[config.mk]
export PLATFORM = sky130hd
export DESIGN_NAME = multi_clk_div
export DESIGN_NICKNAME = d
export VERILOG_FILES = /design/src/rtl/clk_div_pkg.sv /design/src/rtl/clk_div_ch.sv /design/src/rtl/multi_clk_div.sv
export SDC_FILE = /design/constraint.sdc
export NUM_CORES = 1
export LEC_CHECK = 0
export CORE_UTILIZATION = 30
export CTS_CLUSTER_DIAMETER = 40
export DETAILED_ROUTE_END_ITERATION = 7
export GPL_TIMING_DRIVEN = 0
export PLACE_DENSITY_LB_ADDON = 0.2
export SLEW_MARGIN = 20
export SYNTH_ARGS = -nofsm -noshare
export SYNTH_HDL_FRONTEND = slang
export SYNTH_HIERARCHICAL = 1
export SYNTH_SLANG_ARGS = --single-unit
export TNS_END_PERCENT = 20
[constraint.sdc]
create_clock -name clk -period 4.5 [get_ports clk]
set_clock_uncertainty 0.2 [all_clocks]
set_input_delay 0.675 -clock clk [delete_from_list [all_inputs] [get_ports clk]]
set_output_delay 0.675 -clock clk [all_outputs]
set_load 0.02 [all_outputs]
[src/rtl/clk_div_pkg.sv]
// Shared constants and types for the multi-channel clock divider.
package clk_div_pkg;

    localparam int DEF_HALF_DFLT = 2;
    localparam int MAX_CH        = 8;
    localparam int HALF_W        = 8;

    typedef logic [HALF_W-1:0] half_t;

endpackage

[src/rtl/clk_div_ch.sv]
// One divided-clock channel: half-period counter, toggle, rise tick, enable and
// shadow application at a period boundary.
module clk_div_ch
    import clk_div_pkg::*;
#(
    parameter int CNT_W    = 8,
    parameter int DEF_HALF = DEF_HALF_DFLT
) (
    input  logic             clk,
    input  logic             rst,
    input  logic             apply_i,
    input  logic [CNT_W-1:0] half_i,
    input  logic             en_i,
    output logic             div_clk_o,
    output logic             tick_o,
    output logic             fall_o,
    output logic             en_o
);

    logic [CNT_W-1:0] h_q, h_d;
    logic [CNT_W-1:0] cnt_q, cnt_d;
    logic             en_q, en_d;
    logic             div_q, div_d;
    logic             tick_q, tick_d;
    logic             wrap;

    assign wrap = (cnt_q == h_q - CNT_W'(1));

    always_comb begin
        h_d    = h_q;
        cnt_d  = cnt_q;
        en_d   = en_q;
        div_d  = div_q;
        tick_d = 1'b0;
        if (apply_i) begin
            // A new setting always starts from the low phase with a fresh count.
            h_d   = half_i;
            cnt_d = '0;
            div_d = 1'b0;
            en_d  = en_i;
        end else if (!en_q) begin
            cnt_d = '0;
            div_d = 1'b0;
        end else if (wrap) begin
            cnt_d  = '0;
            div_d  = !div_q;
            tick_d = !div_q;
        end else begin
            cnt_d = cnt_q + CNT_W'(1);
        end
    end

    always_ff @(posedge clk) begin
        if (rst) begin
            h_q    <= CNT_W'(DEF_HALF);
            cnt_q  <= '0;
            en_q   <= 1'b1;
            div_q  <= 1'b0;
            tick_q <= 1'b0;
        end else begin
            h_q    <= h_d;
            cnt_q  <= cnt_d;
            en_q   <= en_d;
            div_q  <= div_d;
            tick_q <= tick_d;
        end
    end

    assign div_clk_o = div_q;
    assign tick_o    = tick_q;
    assign fall_o    = en_q && div_q && wrap;
    assign en_o      = en_q;

endmodule

[src/rtl/multi_clk_div.sv]
// Multi-channel clock divider: config handshake with a single shadow slot applied
// at the target channel's period boundary. CLKDIV_GATE_EN enables per-channel gating.
module multi_clk_div
    import clk_div_pkg::*;
#(
    parameter int NUM_CH   = 2,
    parameter int CNT_W    = 8,
    parameter int DEF_HALF = DEF_HALF_DFLT
) (
    input  logic                                         clk,
    input  logic                                         rst,
    input  logic                                         cfg_valid,
    output logic                                         cfg_ready,
    input  logic [(NUM_CH > 1 ? $clog2(NUM_CH) : 1)-1:0] cfg_ch,
    input  logic [CNT_W-1:0]                             cfg_half,
    input  logic                                         cfg_en,
    output logic [NUM_CH-1:0]                            div_clk,
    output logic [NUM_CH-1:0]                            tick
);

    localparam int CH_W = (NUM_CH > 1) ? $clog2(NUM_CH) : 1;

    // cfg handshake: a write transfers on a clk edge with cfg_valid && cfg_ready;
    // cfg_ready is low exactly while the shadow slot holds an unapplied write.
    logic             pend_q, pend_d;
    logic [CH_W-1:0]  pend_ch_q, pend_ch_d;
    logic [CNT_W-1:0] pend_half_q, pend_half_d;
    logic             pend_en_q, pend_en_d;
    logic             pend_bad;
    logic [NUM_CH-1:0] apply, fall, ch_en;

    assign cfg_ready = !pend_q;
    assign pend_bad  = (int'(pend_ch_q) >= NUM_CH);

`ifndef CLKDIV_GATE_EN
    logic cfg_en_unused;
    assign cfg_en_unused = cfg_en;
`endif

    always_comb begin
        pend_d      = pend_q;
        pend_ch_d   = pend_ch_q;
        pend_half_d = pend_half_q;
        pend_en_d   = pend_en_q;
        if (pend_q && (pend_bad || (|apply)))
            pend_d = 1'b0;
        if (cfg_valid && cfg_ready) begin
            pend_d      = 1'b1;
            pend_ch_d   = cfg_ch;
            pend_half_d = (cfg_half == '0) ? CNT_W'(1) : cfg_half;
`ifdef CLKDIV_GATE_EN
            pend_en_d   = cfg_en;
`else
            pend_en_d   = 1'b1;
`endif
        end
    end

    always_ff @(posedge clk) begin
        if (rst) begin
            pend_q      <= 1'b0;
            pend_ch_q   <= '0;
            pend_half_q <= '0;
            pend_en_q   <= 1'b1;
        end else begin
            pend_q      <= pend_d;
            pend_ch_q   <= pend_ch_d;
            pend_half_q <= pend_half_d;
            pend_en_q   <= pend_en_d;
        end
    end

    for (genvar g = 0; g < NUM_CH; g++) begin : g_ch
        // Running channels take the shadow on a falling toggle; idle ones at once.
        assign apply[g] = pend_q && !pend_bad && (pend_ch_q == CH_W'(g)) &&
                          (fall[g] || !ch_en[g]);

        clk_div_ch #(
            .CNT_W    (CNT_W),
            .DEF_HALF (DEF_HALF)
        ) u_ch (
            .clk       (clk),
            .rst       (rst),
            .apply_i   (apply[g]),
            .half_i    (pend_half_q),
            .en_i      (pend_en_q),
            .div_clk_o (div_clk[g]),
            .tick_o    (tick[g]),
            .fall_o    (fall[g]),
            .en_o      (ch_en[g])
        );
    end

endmodule

==> reports/metrics.yaml, run 1 <==
outcome: "finished, final reports clean"
clk_path_buf_depth: 2
grt_pass1_wl_um: 7900
start_util_pct: 31.5
cts.sinks: 48
reg2reg_slack_ns: 0.46
cts_resized: 0
drc: 0
crit_arrival_ns: 4.01
antenna_left: 0
avgViaCountPerCell: 4.65
min_period_over_period_pct: 89.8
dr.pass1.iters: 4
critPathMaxFanout: 10
track_usage_pct: 11.9
ff2ff_path_depth: 12
ir_drop_mv: 0.128
rsz0062_at_grt: "false"
synth-main-ff-cell: "dfxtp_1"
port-buffer-count: 15
syn-cell-area_um2: 2310
synth_cell_types: 37
fill_cells: 749
num_antenna_cells: 0
most-common-layout-cells: "48 x dfxtp_1, 38 x nor2_1, 25 x nand2_1"
clock_latency_ns: 0.29
vias: 1804
numCtsBuffers: 5
syn_inst: 266
wire_per_inst_um: 11.7
hold_ws_ns: 0.261
async_flop_share_pct: 0
syn_avg_cell_area_um2: 8.68
die_y_um: 89.7
relSlewSlack_pct: 55.2
reg2reg_from: "g_ch[0].u_ch/h_q[0]$_SDFFE_PP0P_"
critPathCapture: "g_ch[0].u_ch/h_q[6]$_SDFFE_PP0P_"
clkSlewWorstSetupHoldPaths_ns: 0.09
cts_max_level: 2
grt_pass1_vias: 1680
place.gp.congestion: 0.762
design.core.area_um2: 7330
worstPathRequired_ns: 4.47
antenna_found_initial: 0
post_cts_buffers: 0
tightest_slew_ns: 0.663
cts_root_buf: "clkbuf_8"
yosysWarnings: 6
power_density_nw_per_um2: 358
fin_crit_ns: 4.04
crit_path_end_kind: "register"
ys_seq_area_share_pct: 41.6
routed_wl_um: 4560
cts_hold_buf: 0
min_path_type: "reg -> reg"
fmax_mhz: 247
hold_viol: 0
p_leak_nw: 0.972
cp-start-kind: "register"
reg2reg_to: "g_ch[0].u_ch/h_q[6]$_SDFFE_PP0P_"
std_cell_rows: 31
startpoint: "g_ch[0].u_ch/h_q[0]$_SDFFE_PP0P_"
die_x_um: 89.7
maxCapViolCount: 0
drtIter0Drc: 90
final_common_cell: "dfxtp_1"
grt_max_degree: 14
drive_above_1_share_pct: 8.30
dp_hpwl_um: 3480
finalSetupTns_ns: 0
slew_violations: 0
areaGrowthSynthToFinish_pct: 16.2
tritoncts: "done"
synth-seq-cells: 48
overflow: 0
crit_type: "reg -> reg"
nets: 306
ioPinCount: 18
setup_viol: 0
die_area_um2: 8050
synth-edff-count: 0
-- synthesized netlist by cell type (all sizes together) (5+ instances only) --
library cell	number	share of area, %
a21oi	13	2.8
buf	5	1.0
dfxtp	48	42
inv	13	2.1
mux2i	14	6.1
nand2	25	4.1
nand3	10	2.2
nor2	38	6.2
nor3	11	3.0
xnor2	16	6.1
xor2	14	5.3
-- power breakdown --
part	internal [mW]	total (mW)	switching, mW
Sequential	0.458	0.489	0.0313
Clock	0.137	0.271	0.134
Combinational	0.0916	0.200	0.108
Total	0.687	0.960	0.273
-- flip-flops by register name (all words and copies together), names as in the netlist --
signal               cells
g_ch.u_ch/cnt_q         16
g_ch.u_ch/div_clk_o      2
g_ch.u_ch/en_o           2
g_ch.u_ch/h_q           16
g_ch.u_ch/tick_o         2
pend_ch_q                1
pend_half_q              8
pend_q                   1
-- worst min path at each step --
stage / from / end / slack (ns) / cells past startpoint
2_1_floorplan: g_ch[0].u_ch/cnt_q[0]$_SDFF_PP0_ / g_ch[0].u_ch/cnt_q[0]$_SDFF_PP0_ / 0.25 / 1
3_5_place_dp: g_ch[0].u_ch/div_clk_o$_SDFFE_PP0P_ / g_ch[0].u_ch/tick_o$_SDFF_PP0_ / 0.25 / 1
3_3_place_gp: g_ch[0].u_ch/div_clk_o$_SDFFE_PP0P_ / g_ch[0].u_ch/tick_o$_SDFF_PP0_ / 0.24 / 1
6_report: g_ch[0].u_ch/div_clk_o$_SDFFE_PP0P_ / g_ch[0].u_ch/tick_o$_SDFF_PP0_ / 0.26 / 1
5_1_grt: g_ch[0].u_ch/div_clk_o$_SDFFE_PP0P_ / g_ch[0].u_ch/tick_o$_SDFF_PP0_ / 0.28 / 1
4_1_cts: g_ch[0].u_ch/div_clk_o$_SDFFE_PP0P_ / g_ch[0].u_ch/tick_o$_SDFF_PP0_ / 0.26 / 1
-- through the flow --
step | utilization (%) | total power [mW] | std cells | cell area [um^2] | worst slack, ns
floorplan | - | 0.635 | 267 | 2310 | 1.05
global placement | 35.3 | 0.698 | 381 | 2590 | 0.525
detailed placement | 35.3 | 0.700 | 381 | 2590 | 0.493
CTS | 36.6 | 0.977 | 388 | 2680 | 0.438
global route | 36.6 | 1.02 | 388 | 2680 | 0.117
finish | 36.6 | 0.960 | 388 | 2680 | 0.457
-- worst max-delay path, cell delays in order, from the launching register on --
cell      delay (ns)
dfxtp_1         0.39
inv_1           0.09
ha_1            0.24
or3b_1          0.39
or4_1           0.41
a222oi_1        0.63
nand2_1         0.18
nor3_1          0.19
nor2b_1         0.08
nor3_1          0.30
buf_1           0.51
mux2i_1         0.24
nor2_1          0.05
-- logic make-up after synthesis --
group,after synthesis,synth area share [%]
flops,48,41.6
compound gates,35,10.8
buf+inv,22,3.79
simple gates,112,24.0
mux,14,6.07
fa+ha+maj,4,2.17
xor+xnor,30,11.4
other cells,1,0.162
-- layout make-up --
type                    count  area, um^2  share of cell area [%]
multi-input cells         197        1260                    47.1
plain buffers               9        38.8                    1.45
well taps                  99         124                    4.62
flip-flops and latches     48         961                    35.8
repair buffers             15         150                    5.60
inverters                  13        48.8                    1.82
clock buffers               7        96.3                    3.59
-- metal layers --
metal / track usage [%] / routed length, um / vias to the layer above
met4: 3.28 / 51 / 0
met3: 2.62 / 205 / 4
met1: 16.9 / 2430 / 818
met5: 0 / 0 / -
li1: - / - / 953
met2: 17.9 / 1870 / 29
Note: power is estimated with default switching activity, not from simulation.
==> run 2, diff against run 1 <==
--- a/config.mk
+++ b/config.mk
@@ -8,8 +8,7 @@
 export CORE_UTILIZATION = 30
 export CTS_CLUSTER_DIAMETER = 40
 export DETAILED_ROUTE_END_ITERATION = 7
-export GPL_TIMING_DRIVEN = 0
-export PLACE_DENSITY_LB_ADDON = 0.2
+export PLACE_DENSITY = 0.45
 export SLEW_MARGIN = 20
 export SYNTH_ARGS = -nofsm -noshare
 export SYNTH_HDL_FRONTEND = slang
==> run 2 against run 1 <==
Net effect: worst setup slack better by 0.31 ns; total power decreased by 1.3%; sequential power up 0.8%; count of clock-buffer cells in the layout rose by 1; wire length up 2.6%; flip-flop and latch count is the same; clock power decreased by 4%; via count shrank 0.33%; critical path type unchanged; largest cell class unchanged.
==> reports/metrics.yaml, run 2 (synthesis results as in run 1) <==
relSlewSlack_pct: 48.1
p_total_mw: 0.947
grt_max_degree: 31
p_leak_nw: 0.969
hold_viol: 0
areaGrowthSynthToFinish_pct: 15.7
reg2reg_from: "g_ch[0].u_ch/h_q[0]$_SDFFE_PP0P_"
placed_area_um2: 2580
postLayoutCellArea_um2: 2670
critPathMaxFanout: 12
reg2reg_to: "g_ch[0].u_ch/cnt_q[5]$_SDFF_PP0_"
min_from: "g_ch[1].u_ch/div_clk_o$_SDFFE_PP0P_"
fill_cells: 770
tritoncts: "done"
die_x_um: 89.7
worstPathRequired_ns: 4.49
min_period_over_period_pct: 83.0
wire_per_inst_um: 12.2
fin_crit_ns: 3.74
std_cell_rows: 31
reg2reg_slack_ns: 0.76
top_regs: "g_ch.u_ch/cnt_q (16), g_ch.u_ch/h_q (16), pend_half_q (8)"
vias: 1798
place.gp.congestion: 0.773
start_util_pct: 31.5
grt_pass1_wl_um: 7980
drtIter0Drc: 154
slew_violations: 0
ir_drop_mv: 0.0997
min_path_cells: 1
grt_pass1_vias: 1599
drc: 0
setup_viol: 0
cts_max_level: 2
cts.sinks: 48
outcome: "finished, final reports clean"
power_density_nw_per_um2: 355
track_usage_pct: 12.2
design.core.area_um2: 7330
cts_hold_buf: 0
antenna_found_initial: 0
cp_slowest_cell: "a222oi_1"
overflow: 0
crit_arrival_ns: 3.73
hold_ws_ns: 0.260
die_y_um: 89.7
finalSetupTns_ns: 0
ff_latch_area_um2: 961
clkSlewWorstSetupHoldPaths_ns: 0.09
die_area_um2: 8050
multi_input_area_um2: 1260
clk_path_buf_depth: 2
clock_latency_ns: 0.29
hold_end: "g_ch[1].u_ch/tick_o$_SDFF_PP0_"
most-common-layout-cells: "48 x dfxtp_1, 38 x nor2_1, 25 x nand2_1"
setup_slack_ns: 0.763
cts_root_buf: "clkbuf_8"
drive_above_1_share_pct: 8.42
final_common_cell: "dfxtp_1"
crit_type: "reg -> reg"
cpMostUsedCell: "nor3_1"
ff2ff_path_depth: 13
fmax_mhz: 268
post_cts_buffers: 0
nets: 301
crit_chain: "inv_1 > ha_1 > or3b_1 > or4_1 > a222oi_1 > nand2_1 > nor3_1 > nor2b_1 > nor3_1 > buf_4 > or3_1 > a21o_2 > nor2_1"
crit_path_end_kind: "register"
maxCapViolCount: 0
tightest_slew_ns: 0.777
ioPinCount: 18
cp-start-kind: "register"
numCtsBuffers: 5
avgViaCountPerCell: 4.68
num_antenna_cells: 0
cpPeakStageDelay_ns: 0.63
port-buffer-count: 16
antenna_left: 0
dp_hpwl_um: 3370
rsz0062_at_grt: "false"
routed_wl_um: 4680
min_path_type: "reg -> reg"
pre_cts_slack_ns: 0.774
dr.pass1.iters: 4
cts_resized: 0
run 2: cell types whose count changed in the layout (fill, tap and decap cells not counted):
cell	before	now
buf_1	3	0
buf_4	1	3
clkbuf_1	4	2
buf_2	1	0
clkbuf_8	7	6
clkdlybuf4s50_1	15	16
run 2: how the worst max path moves through the flow:
stage	depth (start not counted)	end	from	slack (ns)
global route	13	g_ch[0].u_ch/cnt_q[3]$_SDFF_PP0_	g_ch[0].u_ch/h_q[0]$_SDFFE_PP0P_	0.44
floorplan	12	g_ch[0].u_ch/h_q[0]$_SDFFE_PP0P_	g_ch[0].u_ch/h_q[0]$_SDFFE_PP0P_	1.05
detailed placement	13	g_ch[0].u_ch/cnt_q[5]$_SDFF_PP0_	g_ch[0].u_ch/h_q[0]$_SDFFE_PP0P_	0.77
CTS	13	g_ch[0].u_ch/cnt_q[7]$_SDFF_PP0_	g_ch[0].u_ch/h_q[0]$_SDFFE_PP0P_	0.73
global placement	13	g_ch[0].u_ch/cnt_q[6]$_SDFF_PP0_	g_ch[0].u_ch/h_q[0]$_SDFFE_PP0P_	0.80
finish	13	g_ch[0].u_ch/cnt_q[5]$_SDFF_PP0_	g_ch[0].u_ch/h_q[0]$_SDFFE_PP0P_	0.76
run 2: cell type report:
class	count	area share [%]
Clock buffer	8	3.37
Timing Repair Buffer	19	6.84
Sequential cell	48	36.0
Multi-Input combinational cell	197	47.3
Inverter	13	1.83
Tap cell	99	4.64
run 2: through the flow:
| step | util (%) | std cells |
|---|---|---|
| after CTS | 36.4 | 384 |
| final | 36.4 | 384 |
| after floorplan | - | 267 |
| after global placement | 35.2 | 376 |
| after detailed placement | 35.2 | 376 |
| after global routing | 36.4 | 384 |
run 2: critical path, delay by kind of cell (launching register included):
kind                       cells  cell delay, ns
DFF                            1            0.39
and+or+nand+nor                8            1.64
buffers and inverters          2            0.32
adders and majority gates      1            0.25
AOI/OAI and AO/OA              2            0.83
run 2: power by group:
part | switching (mW) | internal, mW
Sequential | 0.0349 | 0.458
Clock | 0.135 | 0.126
Combinational | 0.103 | 0.0903
run 2: metal layers:
| metal | GRT usage, % | vias up | routed length [um] |
|---|---|---|---|
| li1 | - | 942 | - |
| met1 | 18.5 | 817 | 2640 |
| met4 | 4.10 | 0 | 68 |
| met2 | 16.3 | 34 | 1780 |
| met5 | 0 | - | 0 |
| met3 | 3.05 | 5 | 190 |
==> run 3, diff against run 2 <==
--- a/config.mk
+++ b/config.mk
@@ -8,7 +8,7 @@
 export CORE_UTILIZATION = 30
 export CTS_CLUSTER_DIAMETER = 40
 export DETAILED_ROUTE_END_ITERATION = 7
-export PLACE_DENSITY = 0.45
+export PLACE_DENSITY = 0.46
 export SLEW_MARGIN = 20
 export SYNTH_ARGS = -nofsm -noshare
 export SYNTH_HDL_FRONTEND = slang
==> constraint.sdc (replaced) <==
create_clock -name clk -period 3.2 [get_ports clk]
set_clock_uncertainty 0.2 [all_clocks]
set_input_delay 0.48 -clock clk [delete_from_list [all_inputs] [get_ports clk]]
set_output_delay 0.48 -clock clk [all_outputs]
set_load 0.02 [all_outputs]
==> run 3 against run 2 <==
Net effect: wire length grew 4.5%; first-iteration DRC count shrank 65%; combinational power grew 81%; flip-flop and latch count is the same; final cell count grew 6.5%; die area is the same; critical path type unchanged; critical endpoint is now g_ch[0].u_ch/h_q[5]$_SDFFE_PP0P_.
==> reports/metrics.yaml, run 3 (synthesis results as in run 1) <==
dr.pass1.iters: 4
track_usage_pct: 13.0
final_common_cell: "dfxtp_1"
setup_viol: 0
min_from: "g_ch[1].u_ch/div_clk_o$_SDFFE_PP0P_"
wire_per_inst_um: 11.9
drc: 0
netSwitchingFraction_pct: 29.9
hold_ws_ns: 0.260
most-common-layout-cells: "46 x dfxtp_1, 37 x nor2_1, 27 x buf_4"
worstPathRequired_ns: 3.18
die_area_um2: 8050
vias: 1880
antenna_found_initial: 0
cts.sinks: 48
ff_latch_area_um2: 963
p_leak_nw: 1.10
internal_power_mw: 0.974
critPathMaxFanout: 8
crit_arrival_ns: 3.15
min_path_type: "reg -> reg"
grt_pass1_wl_um: 8560
clk_path_buf_depth: 2
outcome: "finished, final reports clean"
power_density_nw_per_um2: 476
clock_latency_ns: 0.29
cts_max_level: 2
relSlewSlack_pct: 61.7
p_sw_mw: 0.415
design.core.area_um2: 7330
start_util_pct: 31.5
drive_above_1_share_pct: 20.0
areaGrowthSynthToFinish_pct: 26.4
cp_slowest_cell: "or4_1"
ioPinCount: 18
routed_wl_um: 4890
cts_root_buf: "clkbuf_8"
maxCapViolCount: 0
avgViaCountPerCell: 4.60
crit_family: "simple AND/OR/NAND/NOR gates"
clkPwrFrac_pct: 24.5
num_antenna_cells: 0
port-buffer-count: 16
cp-start-kind: "register"
fmax_mhz: 316
top_regs: "g_ch.u_ch/cnt_q (16), g_ch.u_ch/h_q (16), pend_half_q (8)"
multi_input_area_um2: 1320
antenna_left: 0
drtIter0Drc: 54
grt_pass1_vias: 1875
critPathBufInv: 3
p_comb_share_pct: 25.3
seqPwrFrac_pct: 50.2
crit_chain: "inv_2 > ha_4 > or3b_4 > or4_1 > a222oi_1 > buf_4 > nand2_4 > nor3_4 > nor2b_2 > nor3_2 > buf_6 > mux2i_1 > nor2_1"
slew_violations: 0
place.gp.congestion: 0.749
numCtsBuffers: 5
cts_hold_buf: 0
die_y_um: 89.7
ir_drop_mv: 0.162
dpl.cell_count: 398
tightest_slew_ns: 0.573
reg2reg_from: "g_ch[0].u_ch/h_q[1]$_SDFFE_PP1P_"
std_cell_rows: 31
startpoint: "g_ch[0].u_ch/h_q[1]$_SDFFE_PP1P_"
nets: 327
min_period_over_period_pct: 98.8
p_total_mw: 1.39
overflow: 0
cpPeakStageDelay_ns: 0.41
crit_type: "reg -> reg"
dp_hpwl_um: 3640
stdcell_count: 409
die_x_um: 89.7
rsz0062_at_grt: "true"
fill_cells: 742
crit_path_end_kind: "register"
clkSlewWorstSetupHoldPaths_ns: 0.08
hold_viol: 0
fin_crit_ns: 3.16
grt_max_degree: 23
tritoncts: "done"
run 3: worst paths after layout:
check | to | slack [ns] | cells after the start
hold / removal | g_ch[1].u_ch/tick_o$_SDFF_PP0_ | 0.26 | 1
hold reg to reg | g_ch[1].u_ch/tick_o$_SDFF_PP0_ | 0.26 | 1
setup reg to reg | g_ch[0].u_ch/h_q[5]$_SDFFE_PP0P_ | 0.04 | 13
setup / recovery | g_ch[0].u_ch/h_q[5]$_SDFFE_PP0P_ | 0.04 | 13
run 3: final cells by class:
class                   instances  area share (%)
flip-flops and latches         48            33.0
well taps                      99            4.25
multi-input cells             197            45.2
repair buffers                 45            13.2
inverters                      13            1.67
clock buffers                   6            2.49
clock inverters                 1           0.172
run 3: routing by layer:
layer,track usage [%],vias to the layer above,routed length (um)
met4,3.28,0,25
li1,-,993,-
met2,21.9,17,2340
met5,0,-,0
met3,2.79,4,113
met1,16.7,866,2410
run 3: worst register-to-register path, delay by kind of cell, from the launching register on:
kind,cells,cell delay [ns]
buffers and inverters,3,0.47
muxes,1,0.21
adders and majority gates,1,0.14
AOI/OAI and AO/OA,1,0.40
DFF,1,0.33
and+or+nand+nor,7,1.31
run 3: stage by stage:
stage / instance area (um^2) / setup TNS (ns) / worst slack (ns) / utilization (%)
global route: 2920 / -2.31 / -0.124 / 39.8
floorplan: 2320 / 0 / 0.0146 / -
finish: 2920 / 0 / 0.0377 / 39.8
detailed placement: 2750 / -0.222 / -0.0436 / 37.5
CTS: 2840 / -0.0453 / -0.0127 / 38.7
global placement: 2750 / -0.196 / -0.0406 / 37.5
run 3: power by group through the flow:
stage          Combinational (mW)  Clock [mW]  Sequential (mW)
2_1_floorplan               0.186           0            0.709
3_3_place_gp                0.319           0            0.711
3_5_place_dp                0.322           0            0.712
4_1_cts                     0.324       0.358            0.697
5_1_grt                     0.390       0.387            0.706
6_report                    0.351       0.341            0.697
run 3: what timing repair did:
item / in CTS / in global routing
endpoints found under the setup margin: 16 / 36
resized for setup: 3 / 14
pin swaps: 1 / 7
buffers inserted: 0 / 4
gates cloned: 0 / 0
